**config.mk**
```make
export PLATFORM = sky130hd
export DESIGN_NAME = song_reader
export DESIGN_NICKNAME = d
export VERILOG_FILES = /design/src/rtl/song_reader_pkg.sv /design/src/rtl/song_reader_tick_gen.sv /design/src/rtl/song_reader.sv
export SDC_FILE = /design/constraint.sdc
export NUM_CORES = 1
export LEC_CHECK = 0
export ABC_AREA = 1
export CAP_MARGIN = 20
export CORE_UTILIZATION = 55
export DETAILED_ROUTE_END_ITERATION = 16
export HOLD_SLACK_MARGIN = 0.08
export PLACE_DENSITY = 0.78
export SETUP_SLACK_MARGIN = 0.02
export SLEW_MARGIN = 20
export SYNTH_ARGS = -nofsm -noshare
export SYNTH_HDL_FRONTEND = slang
export SYNTH_SLANG_ARGS = --single-unit
```
**constraint.sdc**
```tcl
create_clock -name clk -period 2.5 [get_ports clk]
set_input_delay 0.625 -clock clk [delete_from_list [all_inputs] [get_ports clk]]
set_output_delay 0.625 -clock clk [all_outputs]
set_load 0.005 [all_outputs]
```
**src/rtl/song_reader_pkg.sv**
```systemverilog
// song_reader_pkg
//   Shared constants for the song playback engine: FSM state codes, the
//   recorder top-level mode codes, default tick length and a small helper.
package song_reader_pkg;

  // Top-level recorder modes, used by the surrounding controller.
  localparam logic [1:0] MODE_IDLE   = 2'd0;
  localparam logic [1:0] MODE_RECORD = 2'd1;
  localparam logic [1:0] MODE_PLAY   = 2'd2;

  // Playback FSM state encodings.
  localparam logic [2:0] ST_IDLE  = 3'd0;
  localparam logic [2:0] ST_FETCH = 3'd1;
  localparam logic [2:0] ST_LOAD  = 3'd2;
  localparam logic [2:0] ST_PLAY  = 3'd3;
  localparam logic [2:0] ST_GAP   = 3'd4;
  localparam logic [2:0] ST_DONE  = 3'd5;

  // 0.1 s at 100 MHz.
  localparam int TICK_CYCLES_DEF = 10_000_000;

  // Width of a counter that must hold values 0..n-1 (at least 1 bit).
  function automatic int cnt_width(input int n);
    return (n > 1) ? $clog2(n) : 1;
  endfunction

endpackage

```
**src/rtl/song_reader_tick_gen.sv**
```systemverilog
// play_tick_gen
//   Duration prescaler: emits a one-cycle tick after every TICK_CYCLES
//   enabled cycles. clear restarts the count so the next tick lands exactly
//   TICK_CYCLES enabled cycles later.
// Ports:
//   clk   in  system clock
//   rst   in  asynchronous active-low reset
//   en    in  count enable (counter frozen when low)
//   clear in  synchronous restart of the prescaler
//   tick  out high in the last cycle of each TICK_CYCLES period
module play_tick_gen
  import song_reader_pkg::*;
#(
  parameter int TICK_CYCLES = TICK_CYCLES_DEF
) (
  input  logic clk,
  input  logic rst,
  input  logic en,
  input  logic clear,
  output logic tick
);

  localparam int CW = cnt_width(TICK_CYCLES);
  localparam logic [CW-1:0] LAST = CW'(TICK_CYCLES - 1);

  logic [CW-1:0] r_cnt;

  assign tick = en && !clear && (r_cnt == LAST);

  always_ff @(posedge clk or negedge rst) begin
    if (!rst) begin
      r_cnt <= '0;
    end else if (clear) begin
      r_cnt <= '0;
    end else if (en) begin
      r_cnt <= tick ? '0 : r_cnt + CW'(1);
    end
  end

endmodule

```
**src/rtl/song_reader.sv**
```systemverilog
// song_reader
//   Plays back a recorded song from the note/duration memory. Each entry is
//   fetched (one cycle of read latency), loaded, and held for len ticks;
//   sounding notes are followed by a forced silent gap. Playback ends on the
//   {0,0} end marker, after entry SONG_MAX-1, or on a stop pulse.
// Ports:
//   clk       in  system clock
//   rst       in  asynchronous active-low reset
//   en        in  global enable; low freezes every register
//   start     in  pulse, start playing from entry 0 (ignored unless IDLE)
//   stop      in  pulse, abort playback (wins over start)
//   mem_addr  out read address into the song memory
//   mem_note  in  note code at mem_addr, one cycle after the address
//   mem_len   in  duration in ticks, same timing as mem_note
//   music     out current music code, 0 = silence
//   playing   out high in every state except IDLE
//   done      out one-cycle pulse on natural end of song
module song_reader
  import song_reader_pkg::*;
#(
  parameter int TICK_CYCLES = TICK_CYCLES_DEF,
  parameter int GAP_CYCLES  = 1_000_000,
  parameter int SONG_MAX    = 100,
  parameter int ADDR_W      = 7,
  parameter int NOTE_W      = 5,
  parameter int LEN_W       = 4
) (
  input  logic              clk,
  input  logic              rst,
  input  logic              en,
  input  logic              start,
  input  logic              stop,
  output logic [ADDR_W-1:0] mem_addr,
  input  logic [NOTE_W-1:0] mem_note,
  input  logic [LEN_W-1:0]  mem_len,
  output logic [NOTE_W-1:0] music,
  output logic              playing,
  output logic              done
);

  localparam int GW = cnt_width(GAP_CYCLES);
  localparam logic [GW-1:0]     GAP_LAST  = GW'(GAP_CYCLES - 1);
  localparam logic [ADDR_W-1:0] ADDR_LAST = ADDR_W'(SONG_MAX - 1);

  logic [2:0]        r_state;
  logic [ADDR_W-1:0] r_addr;
  logic [LEN_W-1:0]  r_len_q;
  logic [LEN_W-1:0]  r_len_cnt;
  logic [GW-1:0]     r_gap_cnt;
  logic [NOTE_W-1:0] r_music;
  logic              r_done;

  logic w_tick;
  logic w_tick_en;
  logic w_tick_clr;
  logic w_abort;
  logic w_end_marker;
  logic w_play_end;
  logic w_last_entry;
  logic w_take_gap;
  logic w_gap_end;

  // Prescaler only runs while a note is being held; LOAD restarts it so the
  // first tick of every note is a full TICK_CYCLES away.
  assign w_tick_en  = en && (r_state == ST_PLAY);
  assign w_tick_clr = en && (r_state == ST_LOAD);

  play_tick_gen #(
    .TICK_CYCLES(TICK_CYCLES)
  ) u_tick (
    .clk  (clk),
    .rst  (rst),
    .en   (w_tick_en),
    .clear(w_tick_clr),
    .tick (w_tick)
  );

  assign w_abort      = stop && (r_state != ST_IDLE);
  assign w_end_marker = (mem_note == '0) && (mem_len == '0);
  assign w_play_end   = (r_state == ST_PLAY) && w_tick &&
                        (r_len_cnt == r_len_q - LEN_W'(1));
  assign w_last_entry = (r_addr == ADDR_LAST);
  // Rests already sound silent, so they never get a gap.
  assign w_take_gap   = (GAP_CYCLES > 0) && (r_music != '0);
  assign w_gap_end    = (r_state == ST_GAP) && (r_gap_cnt == GAP_LAST);

  // Sequencing FSM: state, address and duration counters.
  always_ff @(posedge clk or negedge rst) begin
    if (!rst) begin
      r_state   <= ST_IDLE;
      r_addr    <= '0;
      r_len_q   <= '0;
      r_len_cnt <= '0;
      r_gap_cnt <= '0;
    end else if (en) begin
      if (w_abort) begin
        r_state   <= ST_IDLE;
        r_addr    <= '0;
        r_len_cnt <= '0;
        r_gap_cnt <= '0;
      end else begin
        case (r_state)
          ST_IDLE: begin
            if (start && !stop) begin
              r_state <= ST_FETCH;
              r_addr  <= '0;
            end
          end
          ST_FETCH: r_state <= ST_LOAD;
          ST_LOAD: begin
            if (w_end_marker) begin
              r_state <= ST_DONE;
            end else begin
              // A zero length on a real note still plays one tick.
              r_len_q   <= (mem_len == '0) ? LEN_W'(1) : mem_len;
              r_len_cnt <= '0;
              r_state   <= ST_PLAY;
            end
          end
          ST_PLAY: begin
            if (w_play_end) begin
              r_len_cnt <= '0;
              if (w_last_entry) begin
                r_state <= ST_DONE;
              end else if (w_take_gap) begin
                r_gap_cnt <= '0;
                r_state   <= ST_GAP;
              end else begin
                r_addr  <= r_addr + ADDR_W'(1);
                r_state <= ST_FETCH;
              end
            end else if (w_tick) begin
              r_len_cnt <= r_len_cnt + LEN_W'(1);
            end
          end
          ST_GAP: begin
            if (w_gap_end) begin
              r_gap_cnt <= '0;
              r_addr    <= r_addr + ADDR_W'(1);
              r_state   <= ST_FETCH;
            end else begin
              r_gap_cnt <= r_gap_cnt + GW'(1);
            end
          end
          ST_DONE: r_state <= ST_IDLE;
          default: r_state <= ST_IDLE;
        endcase
      end
    end
  end

  // Output register. music is silenced on the same edge a note ends so its
  // duration is exact; done is high exactly during the DONE state.
  always_ff @(posedge clk or negedge rst) begin
    if (!rst) begin
      r_music <= '0;
      r_done  <= 1'b0;
    end else if (en) begin
      r_done <= 1'b0;
      if (w_abort) begin
        r_music <= '0;
      end else begin
        case (r_state)
          ST_LOAD: begin
            if (w_end_marker) begin
              r_music <= '0;
              r_done  <= 1'b1;
            end else begin
              r_music <= mem_note;
            end
          end
          ST_PLAY: begin
            if (w_play_end && (w_last_entry || w_take_gap)) begin
              r_music <= '0;
            end
            if (w_play_end && w_last_entry) begin
              r_done <= 1'b1;
            end
          end
          ST_DONE: r_music <= '0;
          ST_IDLE: r_music <= '0;
          default: ;
        endcase
      end
    end
  end

  assign mem_addr = r_addr;
  assign music    = r_music;
  assign done     = r_done;
  assign playing  = (r_state != ST_IDLE);

endmodule

```
# [Word-level counts from Yosys, hierarchy flattened]
# Index checks and enable logic that the tools add are counted.
[totals] reg_bits=68 in_bits=14 out_inout_bits=14 wordCells=103
[classes] addsub=5 n_eq_ne=18 muxes=38 n_bitwise=2 n_reduce_logical=32
[op_table] op="20-bit two-way mux" n=5
[op_table] op="24-bit two-way mux" n=3
[op_table] op="7-bit two-way mux" n=6
[op_table] op="20-bit case mux with 2 select lines" n=1
[op_table] op="24-bit by 1-bit adder with 24-bit output, second input constant" n=1
[op_table] op="24-bit equality test, second input constant" n=1
[op_table] op="3-bit two-way mux" n=7
[op_table] op="3-bit != test, second input constant" n=7
[op_table] op="7-bit case mux with 3 select lines" n=1
[op_table] op="20-bit by 1-bit adder with 20-bit output, second input constant" n=1
[op_table] op="20-bit equality test, second input constant" n=1
[op_table] op="4-bit two-way mux" n=5
[op_table] op="5-bit two-way mux" n=3
[op_table] op="3-bit case mux with 5 select lines" n=1
[op_table] op="5-bit case mux with 3 select lines" n=1
[op_table] op="1-bit logical AND" n=12
[op_table] op="4-bit AND reduction" n=3
[op_table] op="3-bit nonzero test" n=3
[op_table] op="4-bit case mux with 2 select lines" n=1
[op_table] op="4-bit nonzero test" n=2
[op_table] op="7-bit by 1-bit adder with 7-bit output, second input constant" n=1
[op_table] op="7-bit equality test, second input constant" n=1
[op_table] op="7-bit AND reduction" n=1
[op_table] op="3-bit by 2-bit equality test with 1-bit output, second input constant" n=2
[op_table] op="other kinds (20)" n=25

# [Longest topological paths before layout]
# Gate-level depths: netlist of run 1.
[depth] ltp_word=11 mapped_depth=15 ltp_nobuf=14

# [Hierarchy]
# Synthesis of run 1 repeated with hierarchy kept, for this count alone.
[hier_totals] cells_unflattened=696 hier_area_um2=4688.2
[modules_own_cells] mod="song_reader" instances=1 cells_per_inst=479 area_per_inst_um2=3141.8 seq_area_each_um2=1101.1
[modules_own_cells] mod="play_tick_gen" instances=1 cells_per_inst=217 area_per_inst_um2=1546.5 seq_area_each_um2=600.6

# [Worst setup path before layout of run 1]
# OpenSTA, ideal clock, no wires.
[synth_timing] kind="input-to-reg" start="input en" end="register r_gap_cnt[7]" t_arrival_ps=1812 required_ps=2374 slack_ps=562 path_stages=11 path_buffers=2 cell_sequence="buf_4 > inv_2 > nor2_4 > nand3_2 > nor2_4 > nand2_4 > nand2_8 > nand2_4 > nor2_8 > buf_8 > o21ai_0"
[synth_via] elab_chain_len=8 elab_cells_between_ends=9 classes_between="eq/ne: 1; reduce/logical: 8"
[synth_rtl] element="from (decl)" line_no="song_reader.sv:30" source="input logic en,"
[synth_rtl] element="1-bit logical AND" line_no="song_reader.sv:66" source="assign w_tick_clr = en && (r_state == ST_LOAD);"
[synth_rtl] element="1-bit zero test" line_no="song_reader_tick_gen.sv:28" source="assign tick = en && !clear && (r_cnt == LAST);"
[synth_rtl] element="1-bit logical AND (2 in a row)" line_no="song_reader_tick_gen.sv:28"
[synth_rtl] element="1-bit logical AND (2 in a row)" line_no="song_reader.sv:80" source="assign w_play_end = (r_state == ST_PLAY) && w_tick &&"
[synth_rtl] element="3-bit != test (no line)"
[synth_rtl] element="5-bit AND reduction (no line) *"
[synth_rtl] element="to (signal assigned)" line_no="song_reader.sv:142" source="r_gap_cnt <= r_gap_cnt + GW'(1);"
[synth_rtl] element="to (decl)" line_no="song_reader.sv:49" source="logic [GW-1:0] r_gap_cnt;"
# Mark *: on every way between the ends. The rest lies on a longest branch, timed or not.
# A chain may end at the register's enable or synchronous reset.

# [Worst setup path after layout of run 1]
[layout_timing] start="register r_state[1]" end="output playing"
[layout_via] elab_chain_len=1
[layout_rtl] element="from (decl)" line_no="song_reader.sv:45" source="logic [2:0] r_state;"
[layout_rtl] element="from (signal assigned)" line_no="song_reader.sv:90" source="r_state <= ST_IDLE;"
[layout_rtl] element="from (signal assigned)" line_no="song_reader.sv:97" source="r_state <= ST_IDLE;"
[layout_rtl] element="from (signal assigned)" line_no="song_reader.sv:105" source="r_state <= ST_FETCH;"
[layout_rtl] element="3-bit nonzero test" line_no="song_reader.sv:191" source="assign playing = (r_state != ST_IDLE);"
[layout_rtl] element="to (decl)" line_no="song_reader.sv:37" source="output logic playing,"
# Every way passes these cells.

==> out/qor.yml, run 1 <==
drt:
  dr_wl_met3_um: 626
  finalWirelength_um: 11400
  wl_per_cell_um: 13.9
  wl_met1_um: 5130
  via_per_inst: 5.52
  drc: 0
  wl_met2_um: 5400
  dr.pass1.iters: 5
  vias: 4511
  drtIter0Drc: 310
  dr.max_layer_used: "met4"
  ant_nets: 0
synthesis:
  synth_top_area_share_pct: 37.2
  syn-num-nets: 684
  netlist_area_sq_mm: 0.00457
  yosys_warnings: 0
  yosysMostFrequentCell: "nand2_1"
  synth.area.top_cells: "dfrtp_1 37%, nand2_1 14%, nor2_1 8.0%"
  synthTopCellsByCount: "171 x nand2_1, 97 x nor2_1, 90 x inv_1"
  synth-main-ff-cell: "dfrtp_1"
  synth_top_family_by_area: "simple AND/OR/NAND/NOR gates"
  synth_seq_cells: 68
  synthCells: 665
  synth_edf_count: 0
  synth_compound_area_share_pct: 9.14
  async_flop_share_pct: 100
  yosys.area_share.simple_pct: 40.1
  yosysUniqueCellTypes: 41
  ys_seq_area_share_pct: 37.2
  muxShareOfSynthArea_pct: 0
  synth_top_cell_by_area: "dfrtp_1"
  synth_xor_area_share_pct: 3.25
  synth_fa_ha_area_share_pct: 1.37
  avgSynthCellArea_sq_um: 6.88
cts:
  path_clk_slew_ps: 80
  numCtsBuffers: 9
  cts_resized: 0
  cts.path.max_buffers: 2
  cts-hold-fix-buffers: 0
  cts_setup_buffers: 0
  clkSinkCount: 68
  worstSkewPairLatency_ps: 360
  clock-root-buffer: "clkbuf_8"
  cts_tree: "done"
  h-tree-depth: 3
global_route:
  grt_first_pass_wirelength_um: 19700
  antenna_found_initial: 0
  grt_pass1_vias: 4305
  grt_overflow_total: 0
  grt_max_degree: 34
  grt_util_all_layers_pct: 28.7
sta:
  setup_viol: 0
  fmax_mhz: 442
  fin_setup_tns_ps: 0
  slew-limit-headroom_pct: 67.0
  rsz0062_at_grt: "false"
  fin_crit_sh_pct: 90.6
  hold_violations: 0
  worst_pin_slew_ps: 492
  finalMaxSlewViolations: 0
  whs_ps: 193
  period_needed_ps: 2260
  fin_skew_ps: 11.9
pwr:
  p_sw_uw: 1510
  p_clk_share_pct: 27.5
  ir_drop_mv: 0.387
  p_per_area_mw_per_mm2: 726
  seq_power_share_pct: 36.8
  switching_share_pct: 39.4
  leakage_uw: 0.00236
  pwr-share-comb_pct: 35.6
  p_int_uw: 2320
layout:
  drive_above_1_share_pct: 7.83
  area_growth_pct: 15.2
  antenna_cells: 0
  nets: 729
  stdcell_area_sq_mm: 0.00527
placement:
  gp_congestion: 0.915
  post-dp-hpwl_um: 8590
  io_buffers: 27
  post_dp_cell_area_sq_mm: 0.00504
worst_setup_path:
  crit_fanout: 5
  critPathBufInv: 1
  critical_path_class: "reg -> out"
  r2r_end: "r_gap_cnt[11]$_DFFE_PN0P_"
  worstSetupStartpointType: "register"
  endpoint_kind: "output pin"
  r2r_cells: 13
  worstPathRequired_ps: 1880
  cp_cell_sequence: "nor2_1 -> nand2_1 -> clkdlybuf4s50_1"
  slowest_delay_ps: 480
  reg2reg_from: "r_len_q[0]$_DFFE_PN0P_"
  cp.arrival_ps: 1640
  cp_top_family: "buffers and inverters"
  reg2reg_slack_ps: 350
  crit_slowest_cell: "clkdlybuf4s50_1"
hold_path:
  min_path_type: "in -> async"
die:
  die_area_sq_mm: 0.00869
  rows: 32
  core_area_sq_mm: 0.00789
  dieWidth_um: 93.2
  start_util_pct: 58.0
  die_h_um: 93.2
  ios: 28
run:
  maxCapViolations: 0
outcome:
  outcome: "completed"
## state kept, by name, indices dropped and copies added, names as in the netlist
| name | flops |
|---|---|
| done | 1 |
| r_len_q | 4 |
| mem_addr | 7 |
| u_tick.r_cnt | 24 |
| music | 5 |
| r_len_cnt | 4 |
| r_gap_cnt | 20 |
| r_state | 3 |
## power groups by stage
| stage | clock network [uW] | registers (uW) | logic [uW] |
|---|---|---|---|
| after floorplan | 0 | 1390 | 958 |
| after global placement | 0 | 1420 | 1310 |
| after detailed placement | 0 | 1430 | 1360 |
| after CTS | 1060 | 1410 | 1370 |
| after global routing | 1120 | 1430 | 1540 |
| final | 1050 | 1410 | 1360 |
## metrics by stage
stage / cells / utilization (%) / power (uW) / setup WS [ps]
floorplan: 665 / - / 2350 / 562
global route: 817 / 66.8 / 4090 / 103
CTS: 817 / 66.8 / 3830 / 232
global placement: 801 / 64.0 / 2720 / 130
finish: 817 / 66.8 / 3830 / 236
detailed placement: 801 / 64.0 / 2780 / 72.9
## metal layers
metal / track usage [%] / vias to the layer above
met3: 6.10 / 20
li1: - / 2247
met2: 48.2 / 136
met5: 0 / -
met4: 8.08 / 0
met1: 37.4 / 2108
## how the worst max path moves through the flow
| stage | from | endpoint | slack (ps) | cells past startpoint |
|---|---|---|---|---|
| 2_1_floorplan | en | r_gap_cnt[7]$_DFFE_PN0P_ | 560 | 11 |
| 3_3_place_gp | en | mem_addr[4]$_DFFE_PN0P_ | 130 | 10 |
| 3_5_place_dp | en | r_gap_cnt[11]$_DFFE_PN0P_ | 70 | 10 |
| 4_1_cts | r_state[1]$_DFFE_PN0P_ | playing | 230 | 3 |
| 5_1_grt | r_len_q[0]$_DFFE_PN0P_ | mem_addr[6]$_DFFE_PN0P_ | 100 | 13 |
| 6_report | r_state[1]$_DFFE_PN0P_ | playing | 240 | 3 |
## cell families (layout without fill, tap and decap cells)
family,after synthesis,after routing
buffers and inverters,103,153
and+or+nand+nor,394,394
AOI/OAI and AO/OA,78,78
DFF,68,68
adders and majority gates,5,5
xor gates and xnor gates,17,17
## cell usage in the layout (no fill, tap or decap), drive strengths merged, types with 2 or more instances in the layout
| cell type | n |
|---|---|
| clkdlybuf4s50 | 26 |
| clkbuf | 11 |
| bufinv | 2 |
| dfrtp | 68 |
| nor4 | 2 |
| nor3b | 2 |
| ha | 5 |
| nor3 | 22 |
| a31oi | 3 |
| a21oi | 17 |
| a211oi | 2 |
| xor2 | 15 |
| xnor2 | 2 |
| inv | 93 |
| nand2 | 177 |
| o21ai | 50 |
| nand3 | 42 |
| nand4 | 40 |
| nand3b | 2 |
| clkinv | 3 |
| buf | 17 |
| a21o | 2 |
| nor2 | 106 |
## layout make-up
class                      count  area [sq um]
fill                         675          2620
multi-input combinational    494          2460
sequential                    68          1700
timing repair buffer          43           398
inverter                      94           353
clock buffer                  11           141
tap                          102           128
clock inverter                 5          85.1
(Power assumes the default switching activity.)
==> run 2: changes to the inputs <==
- ABC_CLOCK_PERIOD_IN_PS: default -> 2500
==> results of run 2 <==
Same layout as run 1: the final DEF is identical, and so are final timing and power.
